===== src/rtl/pwm_capture_pkg.sv =====
// Shared PWM definitions.
// This package holds the FSM state encoding used by pwm_capture. The PWM
// generator uses the same encoding. It also holds the per-cycle control word
// that the capture FSM hands to its datapath.
package pwm_capture_pkg;

  // Gray-style encoding: WAIT_RISE->HIGH->LOW flips one bit per step.
  typedef enum logic [1:0] {
    ST_IDLE      = 2'b00,
    ST_WAIT_RISE = 2'b01,
    ST_HIGH      = 2'b11,
    ST_LOW       = 2'b10
  } pwm_state_e;

  localparam int PWM_CNT_W_DEF = 8;

  // Datapath strobes decoded from the current state and the edge pulses.
  typedef struct packed {
    logic cnt_clr;   // clear counter (arming from IDLE)
    logic cnt_one;   // load counter with 1 (a rising edge opens a period)
    logic cnt_inc;   // saturating increment
    logic cap_high;  // latch counter into the high-time capture register
    logic meas_ok;   // publish period/high_width
    logic tmo;       // counter hit its limit without the expected edge
  } cap_ctrl_t;

endpackage


===== src/rtl/pwm_capture_if.sv =====
// Measurement bus of pwm_capture.
//   start      : arm request (master -> slave)
//   pwm_in     : waveform under measurement (master -> slave)
//   high_width : high time of the last complete period, in clk cycles
//   period     : length of the last complete period, in clk cycles
//   done       : one-cycle pulse on a result or a timeout
//   busy       : measurement in progress
//   timeout    : sticky, counter saturated before the closing edge
interface pwm_capture_if #(
  parameter int B = 8
);
  logic         start;
  logic         pwm_in;
  logic [B-1:0] high_width;
  logic [B-1:0] period;
  logic         done;
  logic         busy;
  logic         timeout;

  modport master (
    output start, pwm_in,
    input  high_width, period, done, busy, timeout
  );

  modport slave (
    input  start, pwm_in,
    output high_width, period, done, busy, timeout
  );
endinterface


===== src/rtl/pwm_capture_sync_edge_detect.sv =====
// Two-flop synchronizer followed by an edge-detect flop.
// This block is reusable by any module that needs clean edge pulses from an
// asynchronous input.
//   clk   : sampling clock
//   reset : asynchronous, active-low
//   din   : asynchronous input
//   rise  : one-cycle pulse after a 0->1 transition of din
//   fall  : one-cycle pulse after a 1->0 transition of din
// Both pulses are taken from the same pair of flops. This gives the two
// edges identical latency, so a measured width is exact.
module sync_edge_detect (
  input  logic clk,
  input  logic reset,
  input  logic din,
  output logic rise,
  output logic fall
);

  logic din_p0;
  logic din_p1;
  logic din_p2;

  always_ff @(posedge clk or negedge reset) begin
    if (!reset) begin
      din_p0 <= 1'b0;
      din_p1 <= 1'b0;
      din_p2 <= 1'b0;
    end else begin
      // p0/p1: metastability settling; p2: previous synchronized value
      din_p0 <= din;
      din_p1 <= din_p0;
      din_p2 <= din_p1;
    end
  end

  assign rise = din_p1 & ~din_p2;
  assign fall = ~din_p1 & din_p2;

endmodule


===== src/rtl/pwm_capture.sv =====
// PWM period / high-time capture.
// After start, the block waits for a rising edge of pwm_in. It then counts
// the clk cycles to the falling edge (high_width) and to the next rising
// edge (period).
// With CONTINUOUS=1, every closing edge also opens the next period, so a
// result is published once per PWM period until reset.
// The counter saturates at 2^B-1. Reaching that limit without the expected
// edge ends the run with timeout=1 and a done pulse. The previous results
// are kept.
//   clk         : clock
//   reset       : asynchronous, active-low
//   bus.start   : arm request, honoured only while idle
//   bus.pwm_in  : asynchronous PWM input
//   bus.high_width, bus.period : last complete measurement
//   bus.done    : registered one-cycle completion/timeout pulse
//   bus.busy    : not idle
//   bus.timeout : sticky until the next accepted start
module pwm_capture
  import pwm_capture_pkg::*;
#(
  parameter int B          = PWM_CNT_W_DEF,
  parameter bit CONTINUOUS = 1'b0
) (
  input  logic          clk,
  input  logic          reset,
  pwm_capture_if.slave  bus
);

  localparam logic [B-1:0] CNT_MAX = {B{1'b1}};
  localparam logic [B-1:0] CNT_LIM = {{(B-1){1'b1}}, 1'b0};
  localparam logic [B-1:0] CNT_ONE = {{(B-1){1'b0}}, 1'b1};

  function automatic logic [B-1:0] sat_inc(input logic [B-1:0] v);
    return (v == CNT_MAX) ? v : v + CNT_ONE;
  endfunction

  logic         rise;
  logic         fall;
  pwm_state_e   state;
  pwm_state_e   state_nxt;
  cap_ctrl_t    ctrl;
  logic         busy;
  logic         at_lim;
  logic [B-1:0] cnt;
  logic [B-1:0] high_cap;
  logic [B-1:0] high_width_r;
  logic [B-1:0] period_r;
  logic         done_r;
  logic         timeout_r;

  sync_edge_detect u_sync (
    .clk   (clk),
    .reset (reset),
    .din   (bus.pwm_in),
    .rise  (rise),
    .fall  (fall)
  );

  // The next increment would reach saturation.
  assign at_lim = (cnt == CNT_LIM);

  // State register
  always_ff @(posedge clk or negedge reset) begin
    if (!reset) state <= ST_IDLE;
    else        state <= state_nxt;
  end

  // Next-state logic. Edges that cannot terminate the current state are
  // ignored: a fall in WAIT_RISE/LOW, or a rise in HIGH.
  always_comb begin
    state_nxt = state;
    unique case (state)
      ST_IDLE: begin
        if (bus.start) state_nxt = ST_WAIT_RISE;
      end
      ST_WAIT_RISE: begin
        if (rise)        state_nxt = ST_HIGH;
        else if (at_lim) state_nxt = ST_IDLE;
      end
      ST_HIGH: begin
        if (fall)        state_nxt = ST_LOW;
        else if (at_lim) state_nxt = ST_IDLE;
      end
      ST_LOW: begin
        if (rise)        state_nxt = CONTINUOUS ? ST_HIGH : ST_IDLE;
        else if (at_lim) state_nxt = ST_IDLE;
      end
      default: state_nxt = ST_IDLE;
    endcase
  end

  // Output / datapath-control decode
  always_comb begin
    ctrl = '0;
    busy = (state != ST_IDLE);
    unique case (state)
      ST_IDLE: begin
        ctrl.cnt_clr = bus.start;
      end
      ST_WAIT_RISE: begin
        if (rise) begin
          ctrl.cnt_one = 1'b1;
        end else begin
          ctrl.cnt_inc = 1'b1;
          ctrl.tmo     = at_lim;
        end
      end
      ST_HIGH: begin
        ctrl.cnt_inc = 1'b1;
        if (fall) ctrl.cap_high = 1'b1;
        else      ctrl.tmo      = at_lim;
      end
      ST_LOW: begin
        if (rise) begin
          ctrl.meas_ok = 1'b1;
          // In continuous mode this rise is cycle 1 of the next period.
          if (CONTINUOUS) ctrl.cnt_one = 1'b1;
          else            ctrl.cnt_inc = 1'b1;
        end else begin
          ctrl.cnt_inc = 1'b1;
          ctrl.tmo     = at_lim;
        end
      end
      default: ctrl = '0;
    endcase
  end

  // Counter, capture and result registers
  always_ff @(posedge clk or negedge reset) begin
    if (!reset) begin
      cnt          <= '0;
      high_cap     <= '0;
      high_width_r <= '0;
      period_r     <= '0;
      done_r       <= 1'b0;
      timeout_r    <= 1'b0;
    end else begin
      if (ctrl.cnt_clr)      cnt <= '0;
      else if (ctrl.cnt_one) cnt <= CNT_ONE;
      else if (ctrl.cnt_inc) cnt <= sat_inc(cnt);

      if (ctrl.cap_high) high_cap <= cnt;

      if (ctrl.meas_ok) begin
        period_r     <= cnt;
        high_width_r <= high_cap;
      end

      done_r <= ctrl.meas_ok | ctrl.tmo;

      if (ctrl.cnt_clr)  timeout_r <= 1'b0;
      else if (ctrl.tmo) timeout_r <= 1'b1;
    end
  end

  assign bus.high_width = high_width_r;
  assign bus.period     = period_r;
  assign bus.done       = done_r;
  assign bus.busy       = busy;
  assign bus.timeout    = timeout_r;

endmodule


===== src/flat_wrapper.sv =====
// flat-port wrapper written by rule: the top's interface ports become plain ports
module pwm_capture_flat import pwm_capture_pkg::*;
#(
  parameter int B          = PWM_CNT_W_DEF,
  parameter bit CONTINUOUS = 1'b0
)
  (clk, reset, bus_start, bus_pwm_in, bus_high_width, bus_period, bus_done, bus_busy, bus_timeout);
  pwm_capture_if #(.B(B)) bus_i ();
  input  logic clk;
  input  logic reset;
  input wire logic [$bits(bus_i.start)-1:0] bus_start;
  input wire logic [$bits(bus_i.pwm_in)-1:0] bus_pwm_in;
  output wire logic [$bits(bus_i.high_width)-1:0] bus_high_width;
  output wire logic [$bits(bus_i.period)-1:0] bus_period;
  output wire logic [$bits(bus_i.done)-1:0] bus_done;
  output wire logic [$bits(bus_i.busy)-1:0] bus_busy;
  output wire logic [$bits(bus_i.timeout)-1:0] bus_timeout;
  assign bus_i.start = bus_start;
  assign bus_i.pwm_in = bus_pwm_in;
  assign bus_high_width = bus_i.high_width;
  assign bus_period = bus_i.period;
  assign bus_done = bus_i.done;
  assign bus_busy = bus_i.busy;
  assign bus_timeout = bus_i.timeout;
  pwm_capture #(.B(B), .CONTINUOUS(CONTINUOUS)) u_core (.clk(clk), .reset(reset), .bus(bus_i));
endmodule

===== config.mk =====
export PLATFORM = sky130hd
export DESIGN_NAME = pwm_capture_flat
export DESIGN_NICKNAME = d
export VERILOG_FILES = /design/src/rtl/pwm_capture_pkg.sv /design/src/rtl/pwm_capture_if.sv /design/src/rtl/pwm_capture_sync_edge_detect.sv /design/src/rtl/pwm_capture.sv /design/src/flat_wrapper.sv
export SDC_FILE = /design/constraint.sdc
export NUM_CORES = 1
export LEC_CHECK = 0
export ABC_AREA = 1
export BUFFER_PORTS_ARGS = -buffer_cell sky130_fd_sc_hd__buf_2
export CAP_MARGIN = 20
export CORE_MARGIN = 4
export CORE_UTILIZATION = 36
export CTS_CLUSTER_DIAMETER = 30
export DETAILED_ROUTE_END_ITERATION = 8
export PLACE_DENSITY = 0.61
export SETUP_SLACK_MARGIN = 0.02
export SYNTH_ARGS = -nofsm -noshare
export SYNTH_HDL_FRONTEND = slang
export SYNTH_SLANG_ARGS = --single-unit

===== constraint.sdc =====
create_clock -name clk -period 1.9 [get_ports clk]
set_clock_uncertainty 0.15 [all_clocks]
set_input_delay 0.095 -clock clk [delete_from_list [all_inputs] [get_ports clk]]
set_output_delay 0.095 -clock clk [all_outputs]
set_load 0.05 [all_outputs]

[After elaboration in Yosys (flattened, before gate mapping)]
Cells that the tools add are included.
Storage, ports and cells
  register bits after elaboration: 39
  bits in latches: 0
  bits in writable memories: 0
  memory bits (read-only): 0
  bits of input ports: 4
  output and inout port bits: 19
  logic and storage cells: 53
  memories kept: 0
Cells by class
  add/subtract/negate cells: 1
  multiply operators: 0
  div/mod/pow operators: 0
  $lt $le $gt $ge: 0
  equal/unequal tests: 7
  shift operators: 0
  multiplexer cells: 23
  bitwise operators: 5
  reductions and logical operators: 7
Operators with widths (count)
  2-to-1 mux 8 bit: 4
  == test 8 bit (second input constant): 2
  2-to-1 mux 1 bit: 11
  2-to-1 mux 2 bit: 5
  adder 8 x 1 -> 8 bit (second input constant): 1
  one-hot mux 2 bit (4 select lines): 1
  == test 2 bit (second input constant): 2
  one-hot mux 1 bit (2 select lines): 2
  nonzero test 2 bit: 2
  OR reduction 2 bit: 2
  != test 3 x 1 -> 1 bit (second input constant): 1
  nonzero test 3 bit: 1
  AND 1 bit: 2
  == test 2 x 1 -> 1 bit (second input constant): 1
  logical NOT 2 bit: 1
  != test 2 bit (second input constant): 1
  inverter 1 bit: 2
  AND reduction 2 bit: 1
  bitwise OR 1 bit: 1

[Depth between registers and ports, before layout]
  depth in word-level cells: 7
  mapped depth: 9
  mapped depth without buffers: 9

[Hierarchy]
From an unflattened synthesis, not the netlist that was laid out.
Second synthesis, totals
  cell total of the unflattened synthesis: 197
  area, all modules: 1828.0 sq um
By module, submodules not included
  pwm_capture: times used 1, cells an instance 190, area each 1737.9 sq um, seq. area each 900.9 sq um
  sync_edge_detect: times used 1, cells an instance 7, area each 90.1 sq um, seq. area each 75.1 sq um

[Least setup slack after synthesis]
No wires, ideal clock.
  path type: register -> register
  from: register u_core.state[0]
  to: register u_core.cnt[7]
  library setup time: 0.065 ns
  data arrival time: 1.489 ns
  data required time: 1.685 ns
  setup slack: 0.196 ns
  stages on the path, launching flop included: 8
  path buffers: 0
  clock period less this slack: 1.704 ns
  path through: dfrtp_1 -> inv_1 -> ha_1 -> inv_1 -> nand2_1 -> nand2_1 -> nand3_1 -> nand2_1
On the way
  word-level cells in the longest chain between the ends: 5
  elaborated cells between the ends (all ways): 13
  those cells by class: eq/ne: 4; mux: 5; reduce/logical: 4
RTL lines
  from (decl): line pwm_capture.sv:39  | pwm_state_e state;
  from (signal assigned): line pwm_capture.sv:65  | else state <= state_nxt;
  == test 2 bit: line pwm_capture.sv:96  | unique case (state)
  OR reduction 2 bit (no source line)
  one-hot mux 1 bit (2 select lines): line pwm_capture.sv:96
  nonzero test 3 bit (no source line)
  AND reduction 2 bit (no source line)
  to (signal assigned): line pwm_capture.sv:140  | else if (ctrl.cnt_inc) cnt <= sat_inc(cnt);
  to (decl): line pwm_capture.sv:44  | logic [B-1:0] cnt;
Parallel ways exist; a longest one is shown, timed or not.
A chain may end at the register's enable or synchronous reset.

[Worst setup path after layout]
  from: register u_core.state[0]
  to: output port bus_busy
On the way
  word-level cells in the longest chain between the ends: 1
RTL lines
  nonzero test 2 bit: line pwm_capture.sv:95  | busy = (state != ST_IDLE);
  to (decl): line flat_wrapper.sv:16  | output wire logic [$bits(bus_i.busy)-1:0] bus_busy;
Every way passes these cells.

==> reports/metrics.cfg <==
[synth]
yosysUniqueCellTypes = 22
ys.flop_type = dfrtp_1
synth-seq-cells = 39
syn_area_per_cell_sq_um = 9.152
yosys.area.top_type = dfrtp_1
syn_inst = 197
netlist_area_sq_um = 1803
ys_top_cells_by_area = dfrtp_1 (54%), nand2_1 (12%), o21ai_0 (5.6%)
ys_seq_area_frac = 0.5413
synthesis.nets = 208
synth-edff-count = 0
synth_top_cell_area_share = 0.5413
ys_async_sr_fraction = 1.000
ys_warn_count = 0

[sta]
fin_tns_setup_ns = 0
final-setup-viol-count = 0
final.min_clock_period_ns = 1.740
rsz0062_at_grt = no
max_slew_margin = 0.6762
min_period_over_period = 0.9158
setup_slack_ns = 0.1600
drv_slew = 0
tightest_slew_ns = 0.4856
fmax_ghz = 0.5747
hold_viol = 0

[run]
cap_violations = 0

[power]
p_per_area_nw_per_um2 = 1295
power.leakage_nw = 1.130
peakVddDrop_uv = 564.3

[die]
dieHeight_um = 78.77
fp.dieW_um = 78.77
dieArea_sq_um = 6205
rows = 25
pin_count = 23
core_area_sq_um = 4786
start_util = 0.3767

[placement]
portBuffers = 22
gp_congestion = 0.8586
dpl.hpwl_mm = 2.539
pre_cts_slack_ns = 0.1289

[clock_tree]
clock-root-buffer = clkbuf_8
h-tree-depth = 2
cts_tree = yes
clock_path_buffers = 2
numCtsBuffers = 5
clk_pin_slew_ns = 0.07
clock_sinks = 39
worstSkewPairLatency_ns = 0.29

[route]
vias = 1365
ant_nets = 0
vias_per_cell = 4.565
drc = 0
first_pass_iters = 4
drt-initial-drc-count = 89
post_drt_wl_per_cell_um = 11.69
routed_wl_mm = 3.496

[cells_and_area]
area_growth_syn_to_layout_pct = 20.40
drive_gt1_frac = 0.2112
layout.nets = 242
antennaDiodeCount = 0
regArea_sq_um = 975.9
filler_cell_count = 490
multi_input_area_sq_um = 734.5

[setup_path]
slowest_delay_ns = 0.42
end_kind = output port
arrival_ns = 1.49
r2r-end = u_core.bus.high_width[7]
crit_fanout = 5
crit_required_ns = 1.65
reg2reg_slack_ns = 0.25
timing.rr.start = u_core.state[0]
startpoint_type = register
worstSetupPathType = reg2out
rr_worst_depth = 4
crit_path_cell_trace = inv_1 -> ha_1 -> inv_1 -> clkbuf_4
crit_slowest_cell = dfrtp_1
crit_top_cell = inv_1

[worst_hold_path]
min_to = u_core.u_sync.din_p1
min_from = u_core.u_sync.din_p0
hold_class = reg2reg
worstHoldPathCells = 0

[grt]
grtUsageTotal = 0.1281
grt_overflow = 0
grt_max_degree = 40
grt_pass1_vias = 1372
grt_pass1_wl_mm = 6.237
antenna_found_initial = 0

[outcome]
outcome = finished, final reports clean

==> kinds of logic (layout without fill, tap and decap cells) <==
logic type,count (synthesis),after routing,synth area share
flops,39,39,0.5413
simple gates,87,87,0.2096
fa+ha+maj,7,7,0.04858
compound gates,32,32,0.09646
mux,8,8,0.04997
buf+inv,24,59,0.05413
==> layer usage <==
layer / up-vias / share of wire / global-route usage
met5: - / 0 / 0
met4: 0 / 0.017 / 0.05245
met3: 6 / 0.044 / 0.03741
met2: 28 / 0.46 / 0.2071
met1: 629 / 0.48 / 0.1601
li1: 702 / - / -
==> Yosys cell counts (2+ instances only) <==
| cell type | count |
|---|---|
| a21oi_1 | 3 |
| nand3_2 | 2 |
| nand3_1 | 7 |
| nand2_1 | 58 |
| dfrtp_1 | 39 |
| mux2_2 | 8 |
| clkbuf_1 | 2 |
| nand3b_1 | 2 |
| o21ai_0 | 20 |
| nand4_1 | 2 |
| nor2_1 | 11 |
| o21ai_1 | 7 |
| inv_1 | 21 |
| ha_1 | 7 |
==> worst max path at each step <==
stage,from,to
after floorplan,u_core.state[0],u_core.cnt[7]
after CTS,u_core.state[0],bus_busy
after global routing,u_core.state[0],bus_busy
after detailed placement,u_core.state[0],u_core.bus.high_width[7]
after global placement,u_core.state[0],u_core.bus.high_width[7]
final,u_core.state[0],bus_busy
==> state kept, by name (all words and copies together), names as in the netlist <==
register               count
u_core.u_sync.din_p0       1
u_core.cnt                 8
u_core.u_sync.din_p2       1
u_core.u_sync.din_p1       1
u_core.bus.timeout         1
u_core.bus.period          8
u_core.bus.high_width      8
u_core.state               2
u_core.bus.done            1
u_core.high_cap            8
==> worst max-delay path, delay by kind of cell, from the launching register on <==
kind       cells  cell delay [ns]
buf+inv        3             0.57
fa+ha+maj      1             0.22
flops          1             0.42
==> where the power goes <==
part | switching, W | internal (W)
clock | 0.000280 | 0.000425
combinational | 0.000702 | 0.000324
sequential | 0.000102 | 0.000978
total | 0.00108 | 0.00173
==> layout make-up <==
| class | count | share of cell area |
|---|---|---|
| clock buffers | 6 | 0.03804 |
| clock inverters | 2 | 0.01614 |
| inverters | 21 | 0.03631 |
| multi-input cells | 134 | 0.3383 |
| flip-flops and latches | 39 | 0.4496 |
| well taps | 67 | 0.03862 |
| repair buffers | 30 | 0.08300 |
==> placed cells by master, fill, tap and decap left out, types with 2 or more instances in the layout <==
cell type      count
dlygate4sd3_1      3
nand3_2            2
buf_4              5
a21oi_1            3
inv_1             21
o21ai_1            7
nand3b_1           2
nand2_1           58
nand4_1            2
nor2_1            11
dfrtp_1           39
o21ai_0           20
buf_2             21
clkbuf_8           6
ha_1               7
mux2_2             8
nand3_1            7
==> metrics by stage <==
stage	std cells	hold WS, ns	area (sq um)	utilization	total power, W
after CTS	299	0.2126	2163	0.4520	0.002843
after detailed placement	288	0.02922	2016	0.4212	0.002114
after floorplan	197	-0.3506	1803	-	0.001840
after global routing	299	0.2249	2171	0.4536	0.003018
after global placement	288	0.02811	2016	0.4212	0.002101
final	299	0.2097	2171	0.4536	0.002810
==> repair_timing <==
action / in CTS / in global routing
setup buffers: 0 / 0
endpoints found under the setup margin: 0 / 5
hold endpoints to repair: 42 / 0
hold buffers: 3 / 0
gates resized for setup: 0 / 2
(Power assumes the default switching activity.)
